[src/rtl/mc_control_fsm.sv]
// Multi-cycle main controller for the MIPS-subset datapath: sequences PC, IR,
// register file, ALU muxes and a shared single-port memory with ready stalls.
module mc_control_fsm (
  input  logic       clk_i,
  input  logic       rst_i,
  input  logic [5:0] op_i,
  input  logic [5:0] funct_i,
  input  logic       mem_ready_i,
  output logic       sign_ext_o,
  output logic       pc_write_o,
  output logic       pc_write_cond_o,
  output logic       branch_ne_o,
  output logic [1:0] pc_src_o,
  output logic       i_or_d_o,
  output logic       mem_read_o,
  output logic       mem_write_o,
  output logic       ir_write_o,
  output logic       reg_dst_o,
  output logic       mem_to_reg_o,
  output logic       reg_write_o,
  output logic       alu_src_a_o,
  output logic [1:0] alu_src_b_o,
  output logic [3:0] alu_ctrl_o,
  output logic [3:0] state_o,
  output logic       illegal_o
);

  typedef enum logic [3:0] {
    FETCH    = 4'd0,
    DECODE   = 4'd1,
    MEMADR   = 4'd2,
    MEMRD    = 4'd3,
    MEMWB    = 4'd4,
    MEMWR    = 4'd5,
    RTYPE_EX = 4'd6,
    RTYPE_WB = 4'd7,
    BRANCH   = 4'd8,
    IMM_EX   = 4'd9,
    IMM_WB   = 4'd10,
    JUMP     = 4'd11,
    TRAP     = 4'd12
  } state_t;

  localparam logic [5:0] OP_RTYPE = 6'h00;
  localparam logic [5:0] OP_J     = 6'h02;
  localparam logic [5:0] OP_BEQ   = 6'h04;
  localparam logic [5:0] OP_BNE   = 6'h05;
  localparam logic [5:0] OP_ADDI  = 6'h08;
  localparam logic [5:0] OP_SLTI  = 6'h0A;
  localparam logic [5:0] OP_ANDI  = 6'h0C;
  localparam logic [5:0] OP_ORI   = 6'h0D;
  localparam logic [5:0] OP_LW    = 6'h23;
  localparam logic [5:0] OP_SW    = 6'h2B;

  localparam logic [5:0] FN_ADD = 6'h20;
  localparam logic [5:0] FN_SUB = 6'h22;
  localparam logic [5:0] FN_AND = 6'h24;
  localparam logic [5:0] FN_OR  = 6'h25;
  localparam logic [5:0] FN_SLT = 6'h2A;

  localparam logic [3:0] ALU_AND = 4'd0;
  localparam logic [3:0] ALU_OR  = 4'd1;
  localparam logic [3:0] ALU_ADD = 4'd2;
  localparam logic [3:0] ALU_SUB = 4'd6;
  localparam logic [3:0] ALU_SLT = 4'd7;

  function automatic logic f_rtype_legal(input logic [5:0] fn);
    return (fn == FN_ADD) || (fn == FN_SUB) || (fn == FN_AND) ||
           (fn == FN_OR)  || (fn == FN_SLT);
  endfunction

  function automatic logic [3:0] f_rtype_alu(input logic [5:0] fn);
    case (fn)
      FN_SUB:  return ALU_SUB;
      FN_AND:  return ALU_AND;
      FN_OR:   return ALU_OR;
      FN_SLT:  return ALU_SLT;
      default: return ALU_ADD;
    endcase
  endfunction

  function automatic logic [3:0] f_imm_alu(input logic [5:0] op);
    case (op)
      OP_ANDI: return ALU_AND;
      OP_ORI:  return ALU_OR;
      OP_SLTI: return ALU_SLT;
      default: return ALU_ADD;
    endcase
  endfunction

  function automatic state_t f_decode_next(input logic [5:0] op, input logic [5:0] fn);
    case (op)
      OP_LW, OP_SW:                     return MEMADR;
      OP_RTYPE:                         return f_rtype_legal(fn) ? RTYPE_EX : TRAP;
      OP_BEQ, OP_BNE:                   return BRANCH;
      OP_ADDI, OP_ANDI, OP_ORI, OP_SLTI: return IMM_EX;
      OP_J:                             return JUMP;
      default:                          return TRAP;
    endcase
  endfunction

  state_t r_state;
  state_t w_next;

  always_ff @(posedge clk_i) begin
    if (rst_i) r_state <= FETCH;
    else       r_state <= w_next;
  end

  always_comb begin
    w_next = FETCH;
    case (r_state)
      FETCH:    w_next = mem_ready_i ? DECODE : FETCH;
      DECODE:   w_next = f_decode_next(op_i, funct_i);
      MEMADR:   w_next = (op_i == OP_LW) ? MEMRD : ((op_i == OP_SW) ? MEMWR : FETCH);
      MEMRD:    w_next = mem_ready_i ? MEMWB : MEMRD;
      MEMWB:    w_next = FETCH;
      MEMWR:    w_next = mem_ready_i ? FETCH : MEMWR;
      RTYPE_EX: w_next = RTYPE_WB;
      RTYPE_WB: w_next = FETCH;
      BRANCH:   w_next = FETCH;
      IMM_EX:   w_next = IMM_WB;
      IMM_WB:   w_next = FETCH;
      JUMP:     w_next = FETCH;
      TRAP:     w_next = TRAP;
      default:  w_next = FETCH;
    endcase
  end

  logic       w_pc_write, w_pc_write_cond, w_branch_ne, w_i_or_d;
  logic       w_mem_read, w_mem_write, w_ir_write, w_reg_dst;
  logic       w_mem_to_reg, w_reg_write, w_alu_src_a, w_illegal;
  logic [1:0] w_pc_src, w_alu_src_b;
  logic [3:0] w_alu_ctrl;

  always_comb begin
    w_pc_write      = 1'b0;
    w_pc_write_cond = 1'b0;
    w_branch_ne     = 1'b0;
    w_pc_src        = 2'd0;
    w_i_or_d        = 1'b0;
    w_mem_read      = 1'b0;
    w_mem_write     = 1'b0;
    w_ir_write      = 1'b0;
    w_reg_dst       = 1'b0;
    w_mem_to_reg    = 1'b0;
    w_reg_write     = 1'b0;
    w_alu_src_a     = 1'b0;
    w_alu_src_b     = 2'd0;
    w_alu_ctrl      = 4'd0;
    w_illegal       = 1'b0;
    case (r_state)
      FETCH: begin
        // PC+4 is computed every fetch cycle but only committed with the IR
        w_mem_read  = 1'b1;
        w_alu_src_b = 2'd1;
        w_alu_ctrl  = ALU_ADD;
        w_ir_write  = mem_ready_i;
        w_pc_write  = mem_ready_i;
      end
      DECODE: begin
        w_alu_src_b = 2'd3;
        w_alu_ctrl  = ALU_ADD;
      end
      MEMADR: begin
        w_alu_src_a = 1'b1;
        w_alu_src_b = 2'd2;
        w_alu_ctrl  = ALU_ADD;
      end
      MEMRD: begin
        w_mem_read = 1'b1;
        w_i_or_d   = 1'b1;
      end
      MEMWB: begin
        w_reg_write  = 1'b1;
        w_mem_to_reg = 1'b1;
      end
      MEMWR: begin
        w_mem_write = 1'b1;
        w_i_or_d    = 1'b1;
      end
      RTYPE_EX: begin
        w_alu_src_a = 1'b1;
        w_alu_ctrl  = f_rtype_alu(funct_i);
      end
      RTYPE_WB: begin
        w_reg_write = 1'b1;
        w_reg_dst   = 1'b1;
      end
      BRANCH: begin
        w_alu_src_a     = 1'b1;
        w_alu_ctrl      = ALU_SUB;
        w_pc_write_cond = 1'b1;
        w_pc_src        = 2'd1;
        w_branch_ne     = (op_i == OP_BNE);
      end
      IMM_EX: begin
        w_alu_src_a = 1'b1;
        w_alu_src_b = 2'd2;
        w_alu_ctrl  = f_imm_alu(op_i);
      end
      IMM_WB: begin
        w_reg_write = 1'b1;
      end
      JUMP: begin
        w_pc_write = 1'b1;
        w_pc_src   = 2'd2;
      end
      TRAP: begin
        w_illegal = 1'b1;
      end
      default: ;
    endcase
  end

  // Reset masks every strobe and select so a mid-transaction reset is side-effect free
  always_comb begin
    pc_write_o      = w_pc_write      & ~rst_i;
    pc_write_cond_o = w_pc_write_cond & ~rst_i;
    branch_ne_o     = w_branch_ne     & ~rst_i;
    pc_src_o        = rst_i ? 2'd0 : w_pc_src;
    i_or_d_o        = w_i_or_d        & ~rst_i;
    mem_read_o      = w_mem_read      & ~rst_i;
    mem_write_o     = w_mem_write     & ~rst_i;
    ir_write_o      = w_ir_write      & ~rst_i;
    reg_dst_o       = w_reg_dst       & ~rst_i;
    mem_to_reg_o    = w_mem_to_reg    & ~rst_i;
    reg_write_o     = w_reg_write     & ~rst_i;
    alu_src_a_o     = w_alu_src_a     & ~rst_i;
    alu_src_b_o     = rst_i ? 2'd0 : w_alu_src_b;
    alu_ctrl_o      = rst_i ? 4'd0 : w_alu_ctrl;
    illegal_o       = w_illegal       & ~rst_i;
    sign_ext_o      = ~((op_i == OP_ANDI) || (op_i == OP_ORI));
    state_o         = r_state;
  end

endmodule

[config.mk]
export PLATFORM = sky130hd
export DESIGN_NAME = mc_control_fsm
export DESIGN_NICKNAME = d
export VERILOG_FILES = /design/src/rtl/mc_control_fsm.sv
export SDC_FILE = /design/constraint.sdc
export NUM_CORES = 1
export LEC_CHECK = 0
export CAP_MARGIN = 20
export CORE_MARGIN = 4
export CORE_UTILIZATION = 39
export CTS_CLUSTER_SIZE = 28
export DETAILED_ROUTE_END_ITERATION = 7
export PLACE_DENSITY_LB_ADDON = 0.05
export SYNTH_ARGS = -nofsm -noshare
export SYNTH_HDL_FRONTEND = slang
export SYNTH_SLANG_ARGS = --single-unit
[constraint.sdc]
create_clock -name clk_i -period 1.65 [get_ports clk_i]
set_input_delay 0.165 -clock clk_i [delete_from_list [all_inputs] [get_ports clk_i]]
set_output_delay 0.165 -clock clk_i [all_outputs]
set_load 0.05 [all_outputs]
==> results.md, run 1 <==
Synthesis:
- The top-area cell type share of the netlist area is about a tenth.
- The number of nets handed over by synthesis was about 140.
- The leading area contributor after synthesis is sky130_fd_sc_hd__nor2_1.
- The proportion of synthesized chip area in sequential cells is 10.4%.
- The number of synthesized flops with an enable pin is 0.
- During synthesis, Yosys emitted a total of 0 warnings.
- After technology mapping, the gate count stands at 123.
- The most used flip-flop cell after synthesis is sky130_fd_sc_hd__dfxtp_1.
- The share of flip-flops with an asynchronous set or reset after synthesis is 0%.
- Synthesis instantiated 44 different standard cells from the library.
- The average instance in the mapped netlist occupies between 6 and 7 um2.
- The number of synthesized register bits is 4.
- After synthesis, the cell types taking the most area are sky130_fd_sc_hd__nor2_1 11%, sky130_fd_sc_hd__dfxtp_1 10%, sky130_fd_sc_hd__nor3_1 5.8%.
- The area of the mapped netlist is about 770 um2.

Placed design:
- The number of buffer cells added on primary ports is 38.
- The cell total after placement is 197.
- The total half-perimeter wirelength after legalization and detailed placement is 2590 um.
- The final RePlAce weighted congestion is 0.897.

Clocking:
- The clock passes through at most 2 buffers.
- The buffer type at the clock tree root is sky130_fd_sc_hd__clkbuf_4.
- The buffers inserted during post-CTS setup optimization is 10.
- Counting every sink on the clock net gives 4.
- Clock tree synthesis inserted a total of 3 buffers.
- CTS built an H-tree with a depth of 1.
- After clock tree synthesis, the repair step resized 22 gates.
- After clock tree synthesis, the flow added hold-fix buffers numbering 0.

Die:
- The die is around 53 um wide.
- The die is roughly 53 um tall.
- The number of placed I/O pins is 40.
- Row generation in the floorplan step produced 15 rows.
- Once the floorplan was initialized, standard cells occupied a little over two fifths of the core.

Outcome:
- The flow did not finish.
- The run ended at clock tree synthesis (4_1_cts).
- The first error in the log reads "[ERROR DPL-0033] detailed placement checks failed during check placement".
## stage by stage
stage	utilization (%)	TNS, ns	instance area [um2]	worst slack [ns]
floorplan	-	-0.0877	956	-0.0547
global placement	88.8	-0.990	1600	-0.257
detailed placement	88.8	-1.46	1600	-0.298
## logic make-up after synthesis
kind of cell           count (synthesis)  synth area share (%)
buffers and inverters                 12                  8.74
other                                  1                 0.485
AO/OA/AOI/OAI                         33                  28.8
AND/OR/NAND/NOR                       71                  49.4
XOR/XNOR                               2                  2.27
flip-flops                             4                  10.4
## cells in the mapped netlist (3+ instances only)
cell / n
sky130_fd_sc_hd__a21oi_1: 7
sky130_fd_sc_hd__nor2b_1: 3
sky130_fd_sc_hd__o21ai_0: 5
sky130_fd_sc_hd__a21o_1: 4
sky130_fd_sc_hd__a31oi_1: 3
sky130_fd_sc_hd__nor3b_1: 3
sky130_fd_sc_hd__dfxtp_1: 4
sky130_fd_sc_hd__nand2_1: 10
sky130_fd_sc_hd__nor4_1: 3
sky130_fd_sc_hd__nand2b_1: 5
sky130_fd_sc_hd__nor2_1: 22
sky130_fd_sc_hd__nor3_1: 9
sky130_fd_sc_hd__buf_2: 6
==> run 2: changes to the inputs <==
--- a/config.mk
+++ b/config.mk
@@ -6,11 +6,10 @@
 export NUM_CORES = 1
 export LEC_CHECK = 0
 export CAP_MARGIN = 20
-export CORE_MARGIN = 4
-export CORE_UTILIZATION = 39
-export CTS_CLUSTER_SIZE = 28
+export CORE_AREA = 4 4 65 67
 export DETAILED_ROUTE_END_ITERATION = 7
-export PLACE_DENSITY_LB_ADDON = 0.05
+export DIE_AREA = 0 0 69 71
+export PLACE_DENSITY_LB_ADDON = 0.15
 export SYNTH_ARGS = -nofsm -noshare
 export SYNTH_HDL_FRONTEND = slang
 export SYNTH_SLANG_ARGS = --single-unit
==> results.md, run 2 <==
Outcome:
- The flow ran to the end, but the final reports show violations.
- The final reports fail on negative setup slack.

Die:
- The standard cell core area is roughly 3600 um2.
- The die extent in y is 71 um (+35%).
- The number of cell rows is 22 (+7).
- The floorplan die width is 69 um (+31%).
- The floorplan step defined a die boundary enclosing 4900 um2.
- The starting utilization of the core area came to 21.3% (-22 points).
- The number of placed I/O pins was 40 (unchanged).

Timing:
- The post-route minimum period is between 1.5 and 2 ns.
- The number of max-slew violations in the final report was 0.
- The highest attainable clock frequency is approximately 0.58 GHz.
- Between clock sinks in the finished design, the worst skew comes to 0.00441 ns.
- The number of setup violations in the final report is 3.
- Setup slack on the critical path of the routed design comes to -0.0600 ns.
- Setup repair after global routing could not meet its margin everywhere.
- The final count of hold timing violations was 0.
- Of the available clock period, the critical path in the final layout requires 104%.

Clocking:
- The number of buffers created by CTS is 3 (unchanged).
- Clock tree synthesis selected as its root buffer the cell sky130_fd_sc_hd__clkbuf_8.
- TritonCTS built the clock tree.
- The number of buffers inserted by hold repair at cts came to 0 (unchanged).
- The total clock sinks is 4 (unchanged).
- After clock tree synthesis, the clock-pin slew on the worst setup and hold paths is 0.03 ns.
- The worst-case clock buffer depth came to 2 (unchanged).
- The clock latency at the later pin of the worst-skew pair is ~0.21 ns.
- The maximum level of the CTS H-tree was 1 (unchanged).

Final layout:
- The register with the most flip-flops in the layout has 4 of them.
- In the final layout, the multi-input gates occupy ~890 um2.
- In the layout the commonest cells are 38 x sky130_fd_sc_hd__buf_4, 18 x sky130_fd_sc_hd__buf_12, 13 x sky130_fd_sc_hd__nor2_1.
- In the final design database the tool counted between 200 and 250 nets.
- The antenna diode count is 0.
- The ratio of cells with drive above 1 in the final layout is 58.7%.
- The filler cells instantiated in the layout total 344.
- After routing the design area is about 1900 um2.
- The most common cell after layout, fill and taps aside is sky130_fd_sc_hd__buf_4.
- The sequential cells in the finished layout cover a total of around 95 um2.
- The layout overhead on the synthesized area is 149%.

Synthesis:
- The number of synthesized register bits was 4 (unchanged).
- The number of warnings printed during yosys synthesis came to 0 (unchanged).
- Ranked by instance count, the synthesized netlist is headed by 22 x sky130_fd_sc_hd__nor2_1, 10 x sky130_fd_sc_hd__nand2_1, 9 x sky130_fd_sc_hd__nor3_1.
- The number of synthesized flops with an enable pin is 0 (unchanged).
- In the synthesized netlist the dominant register cell turns out to be sky130_fd_sc_hd__dfxtp_1.
- The share of flip-flops with an asynchronous set or reset after synthesis is 0% (unchanged).
- In the post-synthesis netlist, the biggest area contributors are sky130_fd_sc_hd__nor2_1 11%, sky130_fd_sc_hd__dfxtp_1 10%, sky130_fd_sc_hd__nor3_1 5.8%.
- The synthesized area divided by synthesized cell count is 6.29 um2 (unchanged).
- The area of the mapped netlist was 773 um2 (unchanged).
- The number of distinct library cells after synthesis is 44 (unchanged).
- The synthesized design spends more area on one cell type than any other, namely sky130_fd_sc_hd__nor2_1.
- In the post-synthesis netlist, the cell with the most instances is sky130_fd_sc_hd__nor2_1.
- The synthesized instance count is 123 (unchanged).
- The synthesized netlist net count is 138 (unchanged).
- The proportion of synthesized chip area in sequential cells is 10.4% (unchanged).
- The top-area cell type share of the netlist area is 10.7% (unchanged).

Setup path:
- Counting buffers and inverters, the worst setup path is 4 cells deep.
- At the worst endpoint, the required time is approximately 1.5 ns.
- The data arrival time of the critical path is 1.54 ns.
- For the worst flop-to-flop path, the logic depth is 7.
- STA classifies the critical path endpoint as a primary output.
- On the critical path, the stage with the largest delay is an instance of sky130_fd_sc_hd__or3_4.
- The startpoint kind of the worst setup timing path is a flip-flop.
- In this run the worst path has a maximum fanout of 5.
- Traced cell by cell, the critical path runs through or3_4 -> nor4_1 -> and4b_2 -> buf_12.
- The cell class contributing the biggest share of worst-path delay is simple AND/OR/NAND/NOR gates.
- The category of the most critical setup path is flip-flop to primary output.
- The delay of the slowest cell on the worst path is about 0.4 ns.
- The number of buffer and inverter instances along the worst setup path is 1.

Pwr:
- Of the total power, combinational logic draws 68.4%.
- Across the VDD grid, the largest voltage drop is between 0.3 and 0.4 mV.
- The design internal power is 0.000599 W.
- The reported net switching power is ~0.00045 W.
- The total power draw is 0.00105 W.
- For this design the static power due to leakage is around 0.77 nW.
- For this design the ratio of total power to cell area is 544 nW/um2.
- The proportion of power drawn by the clock network is between 10% and 20%.
- In this run switching power makes up between 40% and 50% of total power.
- Sequential cells burn approximately an eighth of the power.

Detailed routing:
- The number of design rule violations left after detail routing is 0.
- Dividing the detail-routed via count by the number of cells gives just under 5.
- The iteration count of the initial detailed-routing pass is 4.
- The number of nets with antenna violations after detailed routing is 0.
- In the final routed layout, each cell accounts on average for 13.6 um.
- Summing over every cut layer, the via total after detailed routing is around 1200.
- After detailed routing, the total wire length is between 3000 and 4000 um.
- For this block, the initial DRC count from the detailed router was 50.

Global route:
- Entering global routing, the biggest net connects 20 pins.
- The initial antenna violation count is 0.
- The combined global-route utilization of all metal layers is between 10% and 20%.
- The wire length of the first global-routing pass is around 5100 um.
- The number of global-route vias before repair came to about 1100.
- The total grt overflow is 0.

Placed design:
- The final RePlAce weighted congestion is 0.855 (-4.7%).
- The placed standard-cell area came to 1630 um2 (+1.8%).
- The number of buffer cells added on primary ports was 38 (unchanged).
- The setup slack at placement came to -0.297 ns (+0.00107 ns).
- The total half-perimeter wirelength after legalization and detailed placement is 2460 um (-4.9%).

Run:
- The reported max-cap violation count is 0.

Hold path:
- The number of cells on the worst hold path is 5.
- The class of the worst hold path is input port to flip-flop.
run 2: cell counts after synthesis:
No cell type changed its count.
run 2: power groups by stage:
stage	clock (W)	sequential (W)	combinational [W]
finish	0.000200	0.000132	0.000717
global route	0.000215	0.000134	0.000756
CTS	0.000209	0.000143	0.000628
detailed placement	0	0.000146	0.000596
global placement	0	0.000145	0.000592
floorplan	0	0.000149	0.000357
run 2: cell families (layout without fill, tap and decap cells):
group	Yosys count	after routing	synth area share (%)
XOR/XNOR	2	2	2.27
flip-flops	4	4	10.4
AND/OR/NAND/NOR	71	71	49.4
other	1	1	0.485
buffers and inverters	12	78	8.74
AO/OA/AOI/OAI	33	33	28.8
run 2: metal layers:
metal  track usage, %  share of wire (%)  up-vias
met5                0                  0        -
met4             1.30               0.43        0
met3             2.84                4.0        2
met2             21.8                 52       36
met1             15.2                 43      550
li1                 -                  -      579
run 2: what timing repair did:
action | in CTS | in global routing
gates cloned | 0 | 1
buffers inserted | 4 | 9
resized for setup | 22 | 18
endpoints found under the setup margin | 10 | 11
pin swaps | 5 | 9
run 2: cell type report:
class	count	share of cell area (%)
Timing Repair Buffer	73	43.1
Tap cell	48	3.12
Inverter	2	0.390
Sequential cell	4	4.94
Clock buffer	3	2.14
Multi-Input combinational cell	107	46.3
run 2: through the flow:
step | setup TNS, ns | utilization [%] | hold WS (ns) | cells
global route | -0.322 | 53.0 | 0.550 | 237
floorplan | -0.0877 | - | 0.360 | 123
finish | -0.124 | 53.0 | 0.474 | 237
CTS | -0.181 | 48.8 | 0.585 | 227
detailed placement | -1.16 | 44.8 | 0.674 | 220
global placement | -1.18 | 44.8 | 0.671 | 220
run 2: worst paths after layout:
check	from	to	slack, ns
worst max-delay path	state_o[1]	branch_ne_o	-0.06
worst min-delay path	op_i[2]	state_o[3]	0.47
worst max register to register	state_o[1]	state_o[2]	0.13
worst min register to register	state_o[3]	state_o[2]	0.71
run 2: worst min-delay path: stages:
cell and delay [ns]:
sky130_fd_sc_hd__clkbuf_2 0.13, sky130_fd_sc_hd__nor2_1 0.07, sky130_fd_sc_hd__nand4_1 0.13, sky130_fd_sc_hd__a22oi_1 0.08, sky130_fd_sc_hd__nor2_1 0.07
Note: power is estimated with default switching activity, not from simulation.
==> run 3: changes to the inputs <==
--- a/config.mk
+++ b/config.mk
@@ -5,11 +5,13 @@
 export SDC_FILE = /design/constraint.sdc
 export NUM_CORES = 1
 export LEC_CHECK = 0
-export CAP_MARGIN = 20
+export CAP_MARGIN = 40
 export CORE_AREA = 4 4 65 67
 export DETAILED_ROUTE_END_ITERATION = 7
 export DIE_AREA = 0 0 69 71
+export GPL_TIMING_DRIVEN = 0
 export PLACE_DENSITY_LB_ADDON = 0.15
+export RECOVER_POWER = 50
 export SYNTH_ARGS = -nofsm -noshare
 export SYNTH_HDL_FRONTEND = slang
 export SYNTH_SLANG_ARGS = --single-unit
==> results.md, run 3 (synthesis results as in run 2) <==
Final layout:
- The number of fillers in the final layout came to 381 (+11%).
- The area of combinational cells with multiple inputs was 870 um2 (-2.5%).
- The post-route standard cell area excluding fillers is 1550 um2 (-19%).
- In the layout the commonest cells are 14 x sky130_fd_sc_hd__buf_4, 14 x sky130_fd_sc_hd__nor2_1, 10 x sky130_fd_sc_hd__nand2_1, 10 x sky130_fd_sc_hd__clkdlybuf4s50_1, 7 x sky130_fd_sc_hd__buf_6.
- The flip-flop and latch area is 95.1 um2 (unchanged).
- The number of flip-flops under the largest register name was 4 (unchanged).
- The post-layout net count is 187 (-9.2%).
- The number of non-filler instances in the completed layout is 218 (-8.0%).
- The layout overhead on the synthesized area is 100%.
- The antenna diode count is 0 (unchanged).
- The ratio of cells with drive above 1 in the final layout was 49.4% (-9.3 points).

Pwr:
- The combinational power share was 64.0% (-4.4 points).
- The static leakage came to 0.575 nW (-25%).
- The reported net switching power is 0.000424 W (-5.5%).
- The largest vdd supply drop came to 0.179 mV (-44%).
- The design internal power is 0.000500 W (-17%).
- The switching portion of total power came to 45.9% (+3.1 points).
- The proportion of power drawn by the clock network is 22.2% (+3.1 points).
- The sequential share of power came to 13.8% (+1.2 points).
- The ratio of total power to cell area was 596 nW/um2 (+9.5%).

Hold path:
- The min-delay analysis places its worst path in the category input port to flip-flop.

Global route:
- The total grt overflow is 0 (unchanged).
- The maximum number of pins on one net before global-route repair was 11 (-45%).
- The initial antenna violation count was 0 (unchanged).
- The combined global-route utilization of all metal layers was 11.6% (-0.58 points).
- The number of global-route vias before repair is 988 (-9.0%).
- The wire length of the first global-routing pass is 4790 um (-6.2%).

Clocking:
- The tree is rooted in a sky130_fd_sc_hd__clkbuf_8.
- The CTS tree is yes.
- The clock latency at the later pin of the worst-skew pair is 0.22 ns (about the same).
- The total clock sinks is 4 (unchanged).
- The clock-pin slew on the worst setup and hold paths is 0.03 ns (about the same).
- The number of buffers inserted by hold repair at cts is 0 (unchanged).
- The maximum level of the CTS H-tree is 1 (unchanged).
- The worst-case clock buffer depth is 2 (unchanged).
- The number of buffers created by CTS is 3 (unchanged).

Timing:
- The highest attainable clock frequency is 0.586 GHz (+0.20%).
- The least setup slack across all paths after layout is -0.0566 ns (+0.00342 ns).
- The post-route minimum period was 1.71 ns (-0.00342 ns).
- The max-slew headroom at the worst pin is between 50% and 60%.
- The final period utilization came to 103% (-0.21 points).
- The number of max-slew violations in the final report is 0 (unchanged).
- The number of setup violations in the final report came to 3 (unchanged).
- At the pin with the least slew margin, the transition time is ~0.61 ns.
- The clock skew after layout is 0.00477 ns (+0.000363 ns).
- The final count of hold timing violations is 0 (unchanged).
- The total negative slack is -0.0735 ns (+0.0503 ns).
- Setup repair after global routing could not meet its margin everywhere.

Detailed routing:
- The number of design rule violations left after detail routing is 0 (unchanged).
- The number of nets with antenna violations after detailed routing is 0 (unchanged).
- The mean number of vias per cell is 4.98 (+1.1%).
- The per-cell routed wire length is 13.7 um (+0.41%).
- The starting DRC count in detailed routing is 49 (-2.0%).
- The iteration count of the initial detailed-routing pass is 4 (unchanged).
- The total number of vias came to 1085 (-7.0%).
- The routed wire length is 2990 um (-7.6%).

Die:
- The standard cell core area is 3630 um2 (unchanged).
- The number of placed I/O pins is 40 (unchanged).
- The starting utilization of the core area came to 21.3% (unchanged).
- The floorplan die width is 69 um (unchanged).
- The floorplan die area was 4900 um2 (unchanged).
- The number of cell rows is 22 (unchanged).
- The die extent in y is 71 um (unchanged).

Setup path:
- The data arrival time of the critical path is 1.54 ns (about the same).
- In this run the critical register-to-register path is launched from state_o[0].
- The capture instance of the worst register-to-register path is state_o[0].
- The startpoint of the most critical setup path is state_o[1].
- The cell type of the slowest stage on the worst timing path is sky130_fd_sc_hd__or3_4.
- Traced cell by cell, the critical path runs through or3_4 -> nor4_4 -> and4b_2 -> buf_8.
- The last element of the critical path is branch_ne_o.
- The category of the most critical setup path is flip-flop to primary output.
- The path depth of the worst reg2reg path was 6 (-1).
- The worst setup path is launched from a flip-flop.
- The endpoint type of the worst setup path is a primary output.
- The delay of the slowest cell on the worst path is 0.42 ns (+0.02 ns).
- The reg2reg setup slack was 0.15 ns (+0.02 ns).
- The required time of the critical path is 1.48 ns (about the same).
- The highest net fanout along the worst path came to 6 (+1).

Placed design:
- The final RePlAce weighted congestion is 0.829 (-3.0%).
- The total half-perimeter wirelength after legalization and detailed placement was 2190 um (-11%).
- The number of buffer cells added on primary ports came to 37 (-2.6%).
- The cell total after placement is 208 (-5.5%).
- The setup slack at placement is -0.996 ns (-0.699 ns).
- The placed standard-cell area was 1390 um2 (-15%).

Outcome:
- The run finished, with violations left.
- The checks that failed: negative setup slack.

Run:
- The reported max-cap violation count is 0 (unchanged).
## run 3: changes by cell type in the layout (fill, tap and decap cells not counted), moves of 2 or more
cell	before	now
sky130_fd_sc_hd__buf_4	38	14
sky130_fd_sc_hd__buf_12	18	1
sky130_fd_sc_hd__buf_6	1	7
sky130_fd_sc_hd__buf_2	0	5
sky130_fd_sc_hd__clkbuf_4	0	4
sky130_fd_sc_hd__clkdlybuf4s15_2	0	3
sky130_fd_sc_hd__clkdlybuf4s50_1	7	10
sky130_fd_sc_hd__clkbuf_2	1	3
sky130_fd_sc_hd__nand2b_2	2	0
sky130_fd_sc_hd__nor3_1	2	4
## run 3: cell type report
class,count,area share (%)
multi-input combinational,107,56.1
timing repair buffer,46,26.2
clock buffer,3,2.66
buffer,8,4.60
sequential,4,6.13
tap,48,3.87
inverter,2,0.484
## run 3: metal layers
metal	vias up	GRT usage, %	wire, um
li1	543	-	-
met1	493	15.8	1350
met2	47	18.8	1440
met3	2	1.85	182
met4	0	3.25	13
met5	-	0	0
## run 3: stage by stage
| step | hold WS, ns | total power (W) | util (%) |
|---|---|---|---|
| 2_1_floorplan | 0.360 | 0.000506 | - |
| 3_3_place_gp | 0.491 | 0.000664 | 38.2 |
| 3_5_place_dp | 0.495 | 0.000665 | 38.2 |
| 4_1_cts | 0.262 | 0.000886 | 40.6 |
| 5_1_grt | 0.284 | 0.000970 | 42.7 |
| 6_report | 0.266 | 0.000924 | 42.7 |
## run 3: worst min path at each step
stage	slack [ns]	startpoint	to	depth (start not counted)
finish	0.27	op_i[3]	state_o[2]	3
global route	0.28	op_i[3]	state_o[2]	3
CTS	0.26	op_i[3]	state_o[2]	3
detailed placement	0.49	op_i[3]	state_o[2]	3
global placement	0.49	op_i[3]	state_o[2]	3
floorplan	0.36	mem_ready_i	state_o[0]	3
## run 3: repair_timing
action | 4_1_cts | 5_1_grt
pin swaps | 9 | 2
setup buffers | 3 | 6
setup endpoints to repair | 20 | 15
resized for setup | 120 | 29
## run 3: power groups by stage
stage	Sequential, W	Combinational (W)	Clock (W)
2_1_floorplan	0.000149	0.000357	0
3_3_place_gp	0.000120	0.000544	0
3_5_place_dp	0.000120	0.000545	0
4_1_cts	0.000130	0.000547	0.000209
5_1_grt	0.000130	0.000623	0.000217
6_report	0.000128	0.000591	0.000205
## run 3: critical path: cells and delay by family (launching register included)
kind,cells,cell delay (ns)
AND/OR/NAND/NOR,3,0.82
flip-flops,1,0.35
buffers and inverters,1,0.15
==> run 4: changes to the inputs <==
--- a/config.mk
+++ b/config.mk
@@ -6,9 +6,9 @@
 export NUM_CORES = 1
 export LEC_CHECK = 0
 export CAP_MARGIN = 40
-export CORE_AREA = 4 4 65 67
+export CORE_AREA = 5 5 66 68
 export DETAILED_ROUTE_END_ITERATION = 7
-export DIE_AREA = 0 0 69 71
+export DIE_AREA = 0 0 71 73
 export GPL_TIMING_DRIVEN = 0
 export PLACE_DENSITY_LB_ADDON = 0.15
 export RECOVER_POWER = 50
==> constraint.sdc (replaced) <==
create_clock -name clk_i -period 1.5 [get_ports clk_i]
set_input_delay 0.15 -clock clk_i [delete_from_list [all_inputs] [get_ports clk_i]]
set_output_delay 0.15 -clock clk_i [all_outputs]
set_load 0.05 [all_outputs]
==> results.md, run 4 (synthesis results as in run 2) <==
Outcome:
- The flow ran to the end, but the final reports show violations.
- The checks that failed: negative setup slack.

Final layout:
- The post-layout net count is 206 (+10%).
- The number of flip-flops under the largest register name is 4 (unchanged).
- The post-route standard cell area excluding fillers is 1930 um2 (+25%).
- The flip-flop and latch area is 92.6 um2 (-2.6%).
- Leaving out fill and tap cells, the most frequent cell in the layout is sky130_fd_sc_hd__buf_4.
- From synthesis to final layout, the design area changed by 150%.
- The area of combinational cells with multiple inputs came to 996 um2 (+15%).
- The antenna diode count is 0 (unchanged).
- The number of non-filler instances in the completed layout came to 239 (+9.6%).
- The library cells used most frequently in the layout, excluding fill and tap cells, are 26 x sky130_fd_sc_hd__buf_4, 20 x sky130_fd_sc_hd__buf_6, 10 x sky130_fd_sc_hd__nor2_1.
- The ratio of cells with drive above 1 in the final layout is 63.0% (+14 points).
- The number of fillers in the final layout is 382 (+0.26%).

Clocking:
- The clock latency at the later pin of the worst-skew pair is 0.21 ns (about the same).
- The total clock sinks is 4 (unchanged).
- The worst-case clock buffer depth was 2 (unchanged).
- The CTS tree is yes.
- The number of buffers created by CTS came to 3 (unchanged).
- The number of buffers inserted by hold repair at cts is 0 (unchanged).
- The clock-pin slew on the worst setup and hold paths was 0.03 ns (about the same).
- CTS placed an instance of sky130_fd_sc_hd__clkbuf_8 at the clock tree root.
- The maximum level of the CTS H-tree is 1 (unchanged).

Die:
- The floorplan die area is 5180 um2 (+5.8%).
- The die extent in y is 73 um (+2.8%).
- The starting utilization of the core area came to 20.4% (-0.93 points).
- The standard cell core area came to 3800 um2 (+4.5%).
- The floorplan die width is 71 um (+2.9%).
- The number of cell rows is 23 (+4.5%).
- The number of placed I/O pins is 40 (unchanged).

Timing:
- The pin slew with the least headroom to its limit is 0.495 ns (-0.116 ns).
- The number of max-slew violations in the final report was 0 (unchanged).
- The post-route minimum period is between 1.5 and 2 ns.
- The clock skew after layout was 0.00313 ns (-0.00164 ns).
- The final count of hold timing violations is 0 (unchanged).
- The max-slew headroom at the worst pin is 66.7% (+7.3 points).
- The number of setup violations in the final report is 15 (+12).
- Setup repair after global routing could not meet its margin everywhere.
- The least setup slack across all paths after layout was -0.204 ns (-0.148 ns).
- The highest attainable clock frequency is approximately 0.6 GHz.
- In the finished design, the share of the clock period the worst path needs comes to 114%.

Placed design:
- The placed standard-cell area came to 1430 um2 (+3.2%).
- The final RePlAce weighted congestion is 0.801 (-3.5%).
- The total half-perimeter wirelength after legalization and detailed placement is 2310 um (+5.5%).
- The cell total after placement was 210 (+0.96%).
- The number of buffer cells added on primary ports was 37 (unchanged).

Global route:
- The number of global-route vias before repair came to 1156 (+17%).
- The initial antenna violation count came to 0 (unchanged).
- The wire length of the first global-routing pass is 5200 um (+8.5%).
- The total grt overflow is 0 (unchanged).
- The combined global-route utilization of all metal layers was 12.1% (+0.57 points).
- The maximum number of pins on one net before global-route repair was 11 (unchanged).

Detailed routing:
- The number of design rule violations left after detail routing is 0 (unchanged).
- The total number of vias was 1194 (+10%).
- The iteration count of the initial detailed-routing pass is 4 (unchanged).
- The routed wire length is 3640 um (+22%).
- The starting DRC count in detailed routing was 47 (-4.1%).
- The number of nets with antenna violations after detailed routing is 0 (unchanged).
- The mean number of vias per cell is 5.00 (+0.38%).
- The per-cell routed wire length is 15.2 um (+11%).

Run:
- The reported max-cap violation count is 0 (unchanged).

Pwr:
- The static leakage is 0.762 nW (+33%).
- The ratio of total power to cell area is 604 nW/um2 (+1.3%).
- The largest vdd supply drop was 0.178 mV (-0.66%).
- The total power draw is 0.00117 W (+26%).

Setup path:
- The highest net fanout along the worst path is 6 (unchanged).
- The worst setup path is launched from a flip-flop.
- The endpoint type of the worst setup path is a primary output.
- The data arrival time of the critical path came to 1.55 ns (about the same).
- The category of the most critical setup path is flip-flop to primary output.
- The required time of the critical path came to 1.35 ns (-0.13 ns).

Hold path:
- The path class of the tightest hold or removal check is input port to flip-flop.
==> run 4: where the power goes <==
part / switching, W / internal, W / leakage [nW]
Clock: 0.0000519 / 0.000171 / 0.0216
Combinational: 0.000450 / 0.000353 / 0.706
Sequential: 0.0000236 / 0.000118 / 0.0353
Total: 0.000526 / 0.000641 / 0.762
==> run 4: what timing repair did <==
item | in CTS | in global routing
pin swaps | 9 | 22
setup buffers | 10 | 19
resized for setup | 163 | 58
endpoints found under the setup margin | 27 | 21
cloned | 0 | 1
==> run 4: worst paths after layout <==
| kind | start | endpoint | slack [ns] | depth (start not counted) |
|---|---|---|---|---|
| setup reg to reg | state_o[1] | state_o[0] | -0.04 | 6 |
| setup / recovery | state_o[0] | branch_ne_o | -0.20 | 4 |
| hold reg to reg | state_o[0] | state_o[0] | 0.77 | 4 |
| hold / removal | op_i[3] | state_o[2] | 0.33 | 3 |
==> run 4: critical path, cell delays in order (launching register included) <==
cell and delay, ns:
sky130_fd_sc_hd__dfxtp_4 0.36, sky130_fd_sc_hd__or3_4 0.42, sky130_fd_sc_hd__nor4_4 0.14, sky130_fd_sc_hd__and4b_2 0.27, sky130_fd_sc_hd__buf_8 0.15
==> run 4: cell type report <==
cell class,instances,share of cell area [%]
Sequential cell,4,4.79
Inverter,2,0.388
Multi-Input combinational cell,107,51.5
Buffer,7,5.24
Clock buffer,3,2.14
Tap cell,50,3.24
Timing Repair Buffer,66,32.7
==> run 4: per-stage QoR <==
stage / worst slack [ns] / hold WS [ns] / TNS [ns] / util (%)
global placement: -1.13 / 0.477 / -14.17 / 37.6
global route: -0.239 / 0.345 / -2.34 / 50.9
finish: -0.204 / 0.330 / -1.41 / 50.9
floorplan: -0.157 / 0.345 / -0.672 / -
CTS: -0.241 / 0.250 / -1.36 / 44.1
detailed placement: -1.18 / 0.471 / -14.39 / 37.6
==> run 4: metal layers <==
layer	track usage (%)	up-vias	part of all wire (%)	routed length, um
li1	-	580	-	-
met1	14.9	573	42	1520
met2	22.3	37	53	1930
met3	1.24	4	4.3	155
met4	3.55	0	0.69	25
met5	0	-	0	0
